$ cat src/rtl/seq_mult_pkg.sv
// seq_mult_pkg: shared types and sizing for the sequential shift-add multiplier
package seq_mult_pkg;

    localparam int DEF_WIDTH = 8;

    typedef enum logic [1:0] {IDLE, RUN, HOLD} state_t;

    function automatic int cnt_w(input int w);
        return $clog2(w);
    endfunction

    localparam int DEF_CNT_W = cnt_w(DEF_WIDTH);

endpackage

$ cat src/rtl/seq_mult_n_if.sv
// seq_mult_n_if: operand/control and result bus of the sequential multiplier
interface seq_mult_n_if
    import seq_mult_pkg::*;
#(
    parameter int WIDTH = DEF_WIDTH
);

    logic             ClearA_LoadB;
    logic             Execute;
    logic             Signed_mode;
    logic [WIDTH-1:0] Din;
    logic [WIDTH-1:0] Aval;
    logic [WIDTH-1:0] Bval;
    logic             X;
    logic             Busy;
    logic             Done;

    modport master (
        output ClearA_LoadB, Execute, Signed_mode, Din,
        input  Aval, Bval, X, Busy, Done
    );

    modport slave (
        input  ClearA_LoadB, Execute, Signed_mode, Din,
        output Aval, Bval, X, Busy, Done
    );

endinterface

$ cat src/rtl/mult_addsub.sv
// mult_addsub: (WIDTH+1)-bit adder/subtractor with sign- or zero-extended operands
module mult_addsub #(
    parameter int WIDTH = 8
) (
    input  logic [WIDTH-1:0] a,
    input  logic [WIDTH-1:0] s,
    input  logic             signed_mode,
    input  logic             add,
    input  logic             sub,
    output logic [WIDTH:0]   sum
);

    logic [WIDTH:0] ea;
    logic [WIDTH:0] es;
    logic [WIDTH:0] op;

    assign ea  = {signed_mode & a[WIDTH-1], a};
    assign es  = {signed_mode & s[WIDTH-1], s};
    // Subtraction as one's complement plus carry-in keeps a single adder
    assign op  = add ? (sub ? ~es : es) : '0;
    assign sum = ea + op + {{WIDTH{1'b0}}, add & sub};

endmodule

$ cat src/rtl/seq_mult_n.sv
// seq_mult_n: shift-add multiplier, one multiplier bit per clock, product in {A,B}
module seq_mult_n
    import seq_mult_pkg::*;
#(
    parameter int WIDTH = DEF_WIDTH
) (
    input  logic         Clk,
    input  logic         Reset,
    seq_mult_n_if.slave  bus
);

    localparam int CW = cnt_w(WIDTH);

    state_t           state;
    logic [WIDTH-1:0] a;
    logic [WIDTH-1:0] b;
    logic [WIDTH-1:0] s;
    logic [CW-1:0]    count;
    logic             x;
    logic             mode;
    logic             busy;
    logic             done;
    logic             last;
    logic [WIDTH:0]   sum;

    assign last = count == CW'(WIDTH - 1);

    // In two's-complement mode the final multiplier bit carries negative weight
    mult_addsub #(.WIDTH(WIDTH)) u_addsub (
        .a          (a),
        .s          (s),
        .signed_mode(mode),
        .add        (b[0]),
        .sub        (mode & last),
        .sum        (sum)
    );

    always_ff @(posedge Clk or negedge Reset) begin
        if (!Reset) begin
            state <= IDLE;
            a     <= '0;
            b     <= '0;
            s     <= '0;
            count <= '0;
            x     <= 1'b0;
            mode  <= 1'b0;
            busy  <= 1'b0;
            done  <= 1'b0;
        end else begin
            done <= 1'b0;
            case (state)
                IDLE: begin
                    if (bus.Execute) begin
                        s     <= bus.Din;
                        mode  <= bus.Signed_mode;
                        a     <= '0;
                        x     <= 1'b0;
                        count <= '0;
                        busy  <= 1'b1;
                        state <= RUN;
                    end else if (bus.ClearA_LoadB) begin
                        b <= bus.Din;
                        a <= '0;
                        x <= 1'b0;
                    end
                end
                RUN: begin
                    x     <= mode & sum[WIDTH];
                    a     <= sum[WIDTH:1];
                    b     <= {sum[0], b[WIDTH-1:1]};
                    count <= count + 1'b1;
                    if (last) begin
                        busy  <= 1'b0;
                        done  <= 1'b1;
                        state <= HOLD;
                    end
                end
                HOLD: begin
                    if (!bus.Execute) state <= IDLE;
                end
                default: state <= IDLE;
            endcase
        end
    end

    assign bus.Aval = a;
    assign bus.Bval = b;
    assign bus.X    = x;
    assign bus.Busy = busy;
    assign bus.Done = done;

endmodule

$ cat src/flat_wrapper.sv
// flat-port wrapper written by rule: the top's interface ports become plain ports
module seq_mult_n_flat import seq_mult_pkg::*;
#(
    parameter int WIDTH = DEF_WIDTH
)
  (Clk, Reset, bus_ClearA_LoadB, bus_Execute, bus_Signed_mode, bus_Din, bus_Aval, bus_Bval, bus_X, bus_Busy, bus_Done);
  seq_mult_n_if #(.WIDTH(WIDTH)) bus_i ();
  input  logic Clk;
  input  logic Reset;
  input wire logic [$bits(bus_i.ClearA_LoadB)-1:0] bus_ClearA_LoadB;
  input wire logic [$bits(bus_i.Execute)-1:0] bus_Execute;
  input wire logic [$bits(bus_i.Signed_mode)-1:0] bus_Signed_mode;
  input wire logic [$bits(bus_i.Din)-1:0] bus_Din;
  output wire logic [$bits(bus_i.Aval)-1:0] bus_Aval;
  output wire logic [$bits(bus_i.Bval)-1:0] bus_Bval;
  output wire logic [$bits(bus_i.X)-1:0] bus_X;
  output wire logic [$bits(bus_i.Busy)-1:0] bus_Busy;
  output wire logic [$bits(bus_i.Done)-1:0] bus_Done;
  assign bus_i.ClearA_LoadB = bus_ClearA_LoadB;
  assign bus_i.Execute = bus_Execute;
  assign bus_i.Signed_mode = bus_Signed_mode;
  assign bus_i.Din = bus_Din;
  assign bus_Aval = bus_i.Aval;
  assign bus_Bval = bus_i.Bval;
  assign bus_X = bus_i.X;
  assign bus_Busy = bus_i.Busy;
  assign bus_Done = bus_i.Done;
  seq_mult_n #(.WIDTH(WIDTH)) u_core (.Clk(Clk), .Reset(Reset), .bus(bus_i));
endmodule
$ cat config.mk
export PLATFORM = sky130hd
export DESIGN_NAME = seq_mult_n_flat
export DESIGN_NICKNAME = d
export VERILOG_FILES = /design/src/rtl/seq_mult_pkg.sv /design/src/rtl/seq_mult_n_if.sv /design/src/rtl/mult_addsub.sv /design/src/rtl/seq_mult_n.sv /design/src/flat_wrapper.sv
export SDC_FILE = /design/constraint.sdc
export NUM_CORES = 1
export LEC_CHECK = 0
export CAP_MARGIN = 30
export CORE_UTILIZATION = 30
export DETAILED_ROUTE_END_ITERATION = 10
export DONT_BUFFER_PORTS = 1
export PLACE_DENSITY = 0.53
export SYNTH_ARGS = -nofsm -noshare
export SYNTH_HDL_FRONTEND = slang
export SYNTH_HIERARCHICAL = 1
export SYNTH_SLANG_ARGS = --single-unit
$ cat constraint.sdc
create_clock -name Clk -period 8.1 [get_ports Clk]
set_input_delay 0.405 -clock Clk [delete_from_list [all_inputs] [get_ports Clk]]
set_output_delay 0.405 -clock Clk [all_outputs]
set_load 0.01 [all_outputs]
==> impl_metrics.toml, run 1 <==
[run_status]
status = "finished, final reports clean"

[final_layout]
n_antenna_cell = 0
instances_no_fill = 242
final_util = 0.344
nFillCells = 594
final_nets = 190
drive_above_1_share = 0.210
syn_to_final_growth_pct = 9.67
final_cell_area_mm2 = 0.00206

[setup_path]
worst-path-buf-inv = 0
cp_top_family = "adder cells"
crit_path_start_kind = "flop"
cp_max_fo = 12
max_stage_delay_ns = 0.49
cp.arrival_ns = 3.64
crit_type = "reg2reg"
critical_path.cell_chain = "ha_1 > ha_1 > and2_1 > xnor2_1 > nor2_1 > fa_1 > fa_1 > a21o_1 > a21oi_1 > o31ai_1 > xnor2_1 > a32o_1"
slowest_stage = "and2_1"
end_kind = "flop"
required_ns = 8.27

[sta]
holdWs_ns = 0.267
fin_skew_ns = 0.00641
min_period_ns = 3.47
fin_tns_setup_ns = 0
worst_slew_pin_slew_ns = 0.938
rsz0062_at_grt = "false"
setup-violations-final = 0
max_clock_freq_mhz = 288
slew_headroom = 0.372
fin_ws_ns = 4.63
finalHoldViolations = 0
min_period_over_period = 0.428
slew_violations = 0

[clock_network]
cts_buffers = 5
cts.path.max_buffers = 2
holdBufCountCts = 2
clock-sinks = 33
root_buffer = "clkbuf_8"
cts_tree = "built"
htreeDepth = 2
clkLatencyLatePin_ns = 0.28
clk_pin_slew_ns = 0.07
ctsResizeCount = 0
cts_setup_buffers = 0

[synthesis]
synth_area_leaders = "dfrtp_1 (44%), mux2_2 (11%), ha_1 (6.0%), xnor2_1 (5.1%), mux2_1 (4.2%)"
ys_warn_count = 6
muxShareOfSynthArea = 0.155
synthAdderAreaFrac = 0.0813
synth_edf_count = 0
synth_top_family_by_area = "multiplexers"
syn_area_mm2 = 0.00188
synth_fp_nets = 185
synth_top_area_frac = 0.440
synth_compound_area_frac = 0.130
synth_cells = 161
synthSimpleGateAreaFrac = 0.0947
synth-main-ff-cell = "dfrtp_1"
ys_types = 41
yosysSeqAreaShare = 0.440
yosys-top-cells-count = "dfrtp_1 (33), mux2_2 (18), nand2_1 (11), xnor2_1 (11), ha_1 (9)"
avgSynthCellArea_um2 = 11.7
synth_most_common_cell = "dfrtp_1"
yosys.area.top_type = "dfrtp_1"
synth-xor-area-share = 0.0693
ys_seq_elements = 33
async_flop_share = 1.00

[placed_design]
place_ws_ns = 4.62
placed_cells = 232
dp_hpwl_um = 2910
place_area_mm2 = 0.00194
gp_congestion = 0.846
io_buffers = 0

[floorplan]
coreArea_mm2 = 0.00599
rows = 28
die_area_mm2 = 0.00658
ios = 32
die_x_um = 81.1
start_util = 0.313
die_y_um = 81.1

[global_routing]
grtUsageMet3 = 0.0404
grt-ovfl-total = 0
grtUsageMet2 = 0.224
grt_pass1_vias = 1296
grt.total_usage = 0.130
grt_pass1_wl_um = 6380
grt_max_degree = 34
busiest_layer = "met2"
gr-usage-met1 = 0.153
grt_antenna_before_repair = 0

[power]
total_power_uw = 917
leakage_nw = 0.901
powerDensity_mw_per_mm2 = 446
ir_drop_v = 0.000181

[routing]
firstDrtPassIters = 4
vias = 1206
routed_via_density = 4.98
ant_nets = 0
routedWlPerCell_um = 15.6
routed_wl_um = 3790
drtIter0Drc = 35
drc = 0

[run]
drv_cap = 0

[hold_path]
worstHoldPathType = "in2reg"
-- worst paths after layout --
| check | cells after the start | from | slack (ns) | to |
|---|---|---|---|---|
| worst max-delay path | 12 | u_core/count[0] | 4.63 | u_core/bus.X |
| worst min-delay path | 1 | bus_Din[7] | 0.27 | u_core/s[7] |
| worst max register to register | 12 | u_core/count[0] | 4.63 | u_core/bus.X |
| worst min register to register | 1 | u_core/s[2] | 0.53 | u_core/s[2] |
| max in group asynchronous | 2 | Reset | 7.36 | u_core/bus.Aval[0] |
| min in group asynchronous | 2 | Reset | 0.57 | u_core/s[7] |
-- cell families (layout without fill, tap and decap cells) --
family	after synthesis	in the layout
AO/OA/AOI/OAI	33	33
flip-flops	33	33
adder cells (fa/ha/maj)	11	11
buffers and inverters	10	16
XOR/XNOR	14	14
multiplexers	26	26
AND/OR/NAND/NOR	34	34
-- flip-flops by register name (all words and copies together) (netlist names) --
register and flops:
u_core/bus.X 1, u_core/bus.Bval 8, u_core/bus.Done 1, u_core/s 8, u_core/bus.Aval 8, u_core/state 2
u_core/bus.Busy 1, u_core/count 3, u_core/mode 1
-- layout make-up --
type	count	area (µm²)	share of cell area
inverters	5	18.8	0.00912
repair buffers	3	37.5	0.0182
clock buffers	5	68.8	0.0334
flip-flops and latches	33	826	0.401
multi-input cells	118	996	0.484
well taps	75	93.8	0.0456
clock inverters	3	17.5	0.00851
-- metal layers --
layer  routed length (µm)  vias to the layer above
met5                    0                        -
met4                   23                        0
met3                  216                        2
met2                 1930                       27
met1                 1610                      590
li1                     -                      587
-- where the power goes --
| part | leakage, nW | switching (mW) | internal, mW | total [mW] |
|---|---|---|---|---|
| registers | 0.401 | 0.0994 | 0.246 | 0.345 |
| logic | 0.457 | 0.214 | 0.237 | 0.451 |
| clock network | 0.0439 | 0.0623 | 0.0593 | 0.122 |
-- placed cells by master, fill, tap and decap left out, drive strengths merged, types with 2 or more instances in the layout --
master,n
ha,9
a22o,8
a221oi,2
nand3b,2
fa,2
nor2b,2
mux2,25
inv,5
o21bai,2
clkinv,2
buf,2
nor3,3
clkbuf,5
nand2b,2
nand2,11
xor2,3
dfrtp,33
and2,2
nor2,7
xnor2,11
a21o,3
o21ai,6
a21oi,6
-- worst reg2reg max path, cell delays in order (launching register included) --
cell and delay [ns]:
dfrtp_1 0.37, ha_1 0.17, ha_1 0.20, and2_1 0.49
xnor2_1 0.18, nor2_1 0.07, fa_1 0.45, fa_1 0.43
a21o_1 0.20, a21oi_1 0.26, o31ai_1 0.13, xnor2_1 0.15
a32o_1 0.25
No activity file was read; power rests on OpenSTA's default activity.
==> run 2, diff against run 1 <==
--- a/config.mk
+++ b/config.mk
@@ -9,7 +9,7 @@
 export CORE_UTILIZATION = 30
 export DETAILED_ROUTE_END_ITERATION = 10
 export DONT_BUFFER_PORTS = 1
-export PLACE_DENSITY = 0.53
+export PLACE_DENSITY = 0.54
 export SYNTH_ARGS = -nofsm -noshare
 export SYNTH_HDL_FRONTEND = slang
 export SYNTH_HIERARCHICAL = 1
==> constraint.sdc (replaced) <==
create_clock -name Clk -period 3.16 [get_ports Clk]
set_input_delay 0.158 -clock Clk [delete_from_list [all_inputs] [get_ports Clk]]
set_output_delay 0.158 -clock Clk [all_outputs]
set_load 0.01 [all_outputs]
==> run 2 against run 1 <==
Net effect: combinational power rose to 2.7 times the previous value; flip-flop and latch count unchanged; sequential power rose to 2.5 times the previous value; largest cell class unchanged; global-route usage down 0.10 points; core utilization is 1.1 points higher; count of clock-buffer cells in the layout increased by 1; final area rose by 3.3%; first-iteration DRC count rose to 2.9 times the previous value; highest routed layer unchanged; maximum frequency grew 18%; worst setup slack got worse by 4.4 ns; non-clock buffer count is 8 higher; register-to-register slack worse by 4.4 ns.
==> impl_metrics.toml, run 2 (synthesized netlist as in run 1, its figures left out) <==
[global_routing]
grt.total_usage = 0.129
grt_antenna_before_repair = 0
grt_pass1_wl_um = 6190
grt-ovfl-total = 0
grt_pass1_vias = 1230
grt_max_degree = 34

[setup_path]
cp_max_fo = 4
cp_top_family = "adder cells"
slowest_stage = "dfrtp_1"
max_stage_delay_ns = 0.40
reg2reg_depth = 12
crit_path_start_kind = "flop"
crit_type = "reg2reg"
cp.arrival_ns = 3.12
critical_path.cell_chain = "ha_1 > ha_1 > and2_1 > xnor2_1 > nor2_1 > fa_2 > fa_2 > a21o_1 > a21oi_2 > o31ai_1 > xnor2_1 > a32o_1"
timing.rr.end = "u_core/bus.X"
r2r_setup_slack_ns = 0.22
worst-path-buf-inv = 0
reg2reg_from = "u_core/count[0]"
required_ns = 3.34
end_kind = "flop"

[placed_design]
place_area_mm2 = 0.00199
io_buffers = 0
dp_hpwl_um = 2700
gp_congestion = 0.730
placed_cells = 238

[floorplan]
ios = 32
start_util = 0.313
coreArea_mm2 = 0.00599
die_area_mm2 = 0.00658
die_x_um = 81.1
die_y_um = 81.1
rows = 28

[final_layout]
final_cell_area_mm2 = 0.00213
instances_no_fill = 250
multiInputGateArea_mm2 = 0.00100
n_antenna_cell = 0
final_cell_mix = "dfrtp_1 (33), mux2_2 (18), nand2_1 (11), xnor2_1 (11), ha_1 (9)"
final_common_cell = "dfrtp_1"
final_util = 0.355
final_nets = 198
drive_above_1_share = 0.251
nFillCells = 585
syn_to_final_growth_pct = 13.3
seq_area_um2 = 826

[sta]
fin_skew_ns = 0.00479
slew_headroom = 0.665
worst_slew_pin_slew_ns = 0.502
finalHoldViolations = 0
slew_violations = 0
max_clock_freq_mhz = 340
min_period_over_period = 0.930
fin_tns_setup_ns = 0
setup-violations-final = 0
min_period_ns = 2.94
rsz0062_at_grt = "false"

[routing]
ant_nets = 0
vias = 1241
routed_wl_um = 3900
drtIter0Drc = 103
met3_length_um = 343
drc = 0
routed_via_density = 4.96
firstDrtPassIters = 4
routedWlPerCell_um = 15.6
routed.top_layer = "met4"
wl_met1_um = 1790
routed-wl-met2_um = 1720

[clock_network]
root_buffer = "clkbuf_8"
clock-sinks = 33
cts_tree = "built"
cts_buffers = 5
htreeDepth = 2
cts.path.max_buffers = 2
clk_pin_slew_ns = 0.07
clkLatencyLatePin_ns = 0.29

[power]
ir_drop_v = 0.000340
leakage_nw = 0.939
powerDensity_mw_per_mm2 = 1130

[hold_path]
min_from = "bus_Din[4]"
whs_path_depth = 1
worstHoldPathType = "in2reg"
holdPathEnd = "u_core/s[4]"

[run_status]
status = "finished, final reports clean"

[run]
drv_cap = 0
## run 2: layer usage
| metal | up-vias | GRT usage |
|---|---|---|
| li1 | 605 | - |
| met4 | 0 | 0.0429 |
| met5 | - | 0 |
| met1 | 596 | 0.158 |
| met3 | 7 | 0.0708 |
| met2 | 33 | 0.192 |
## run 2: report_power, final
group / total, mW / leakage [nW] / internal (mW) / switching, mW
sequential: 0.866 / 0.401 / 0.630 / 0.236
combinational: 1.22 / 0.493 / 0.645 / 0.570
clock: 0.317 / 0.0450 / 0.153 / 0.164
total: 2.40 / 0.939 / 1.43 / 0.970
## run 2: worst max-delay path by stage
stage | from | end | slack (ns) | cells past startpoint
after floorplan | u_core/count[0] | u_core/bus.X | 0.03 | 13
after global placement | u_core/count[0] | u_core/bus.X | 0.08 | 12
after detailed placement | u_core/count[0] | u_core/bus.X | 0.006 | 12
after CTS | u_core/count[0] | u_core/bus.X | 0.06 | 12
after global routing | u_core/count[0] | u_core/bus.X | 0.03 | 12
final | u_core/count[0] | u_core/bus.X | 0.22 | 12
## run 2: cell type report
type	instances	area share
Clock buffer	6	0.0341
Multi-Input combinational cell	118	0.473
Sequential cell	33	0.388
Timing Repair Buffer	11	0.0471
Tap cell	75	0.0441
Inverter	5	0.00883
Clock inverter	2	0.00471
## run 2: what timing repair did
action,in CTS,in global routing
gates resized for setup,1,2
endpoints found under the setup margin,1,3
setup buffers,0,1
pin swaps,0,1
hold buffers,3,0
hold endpoints to repair,34,0
## run 2: metrics by stage
stage	setup slack [ns]	power (mW)	hold slack, ns
detailed placement	0.00596	2.06	-0.136
global route	0.0272	2.61	0.000836
global placement	0.0787	2.05	-0.136
floorplan	0.0264	1.81	-0.138
CTS	0.0592	2.42	0.000891
finish	0.221	2.40	0.0144
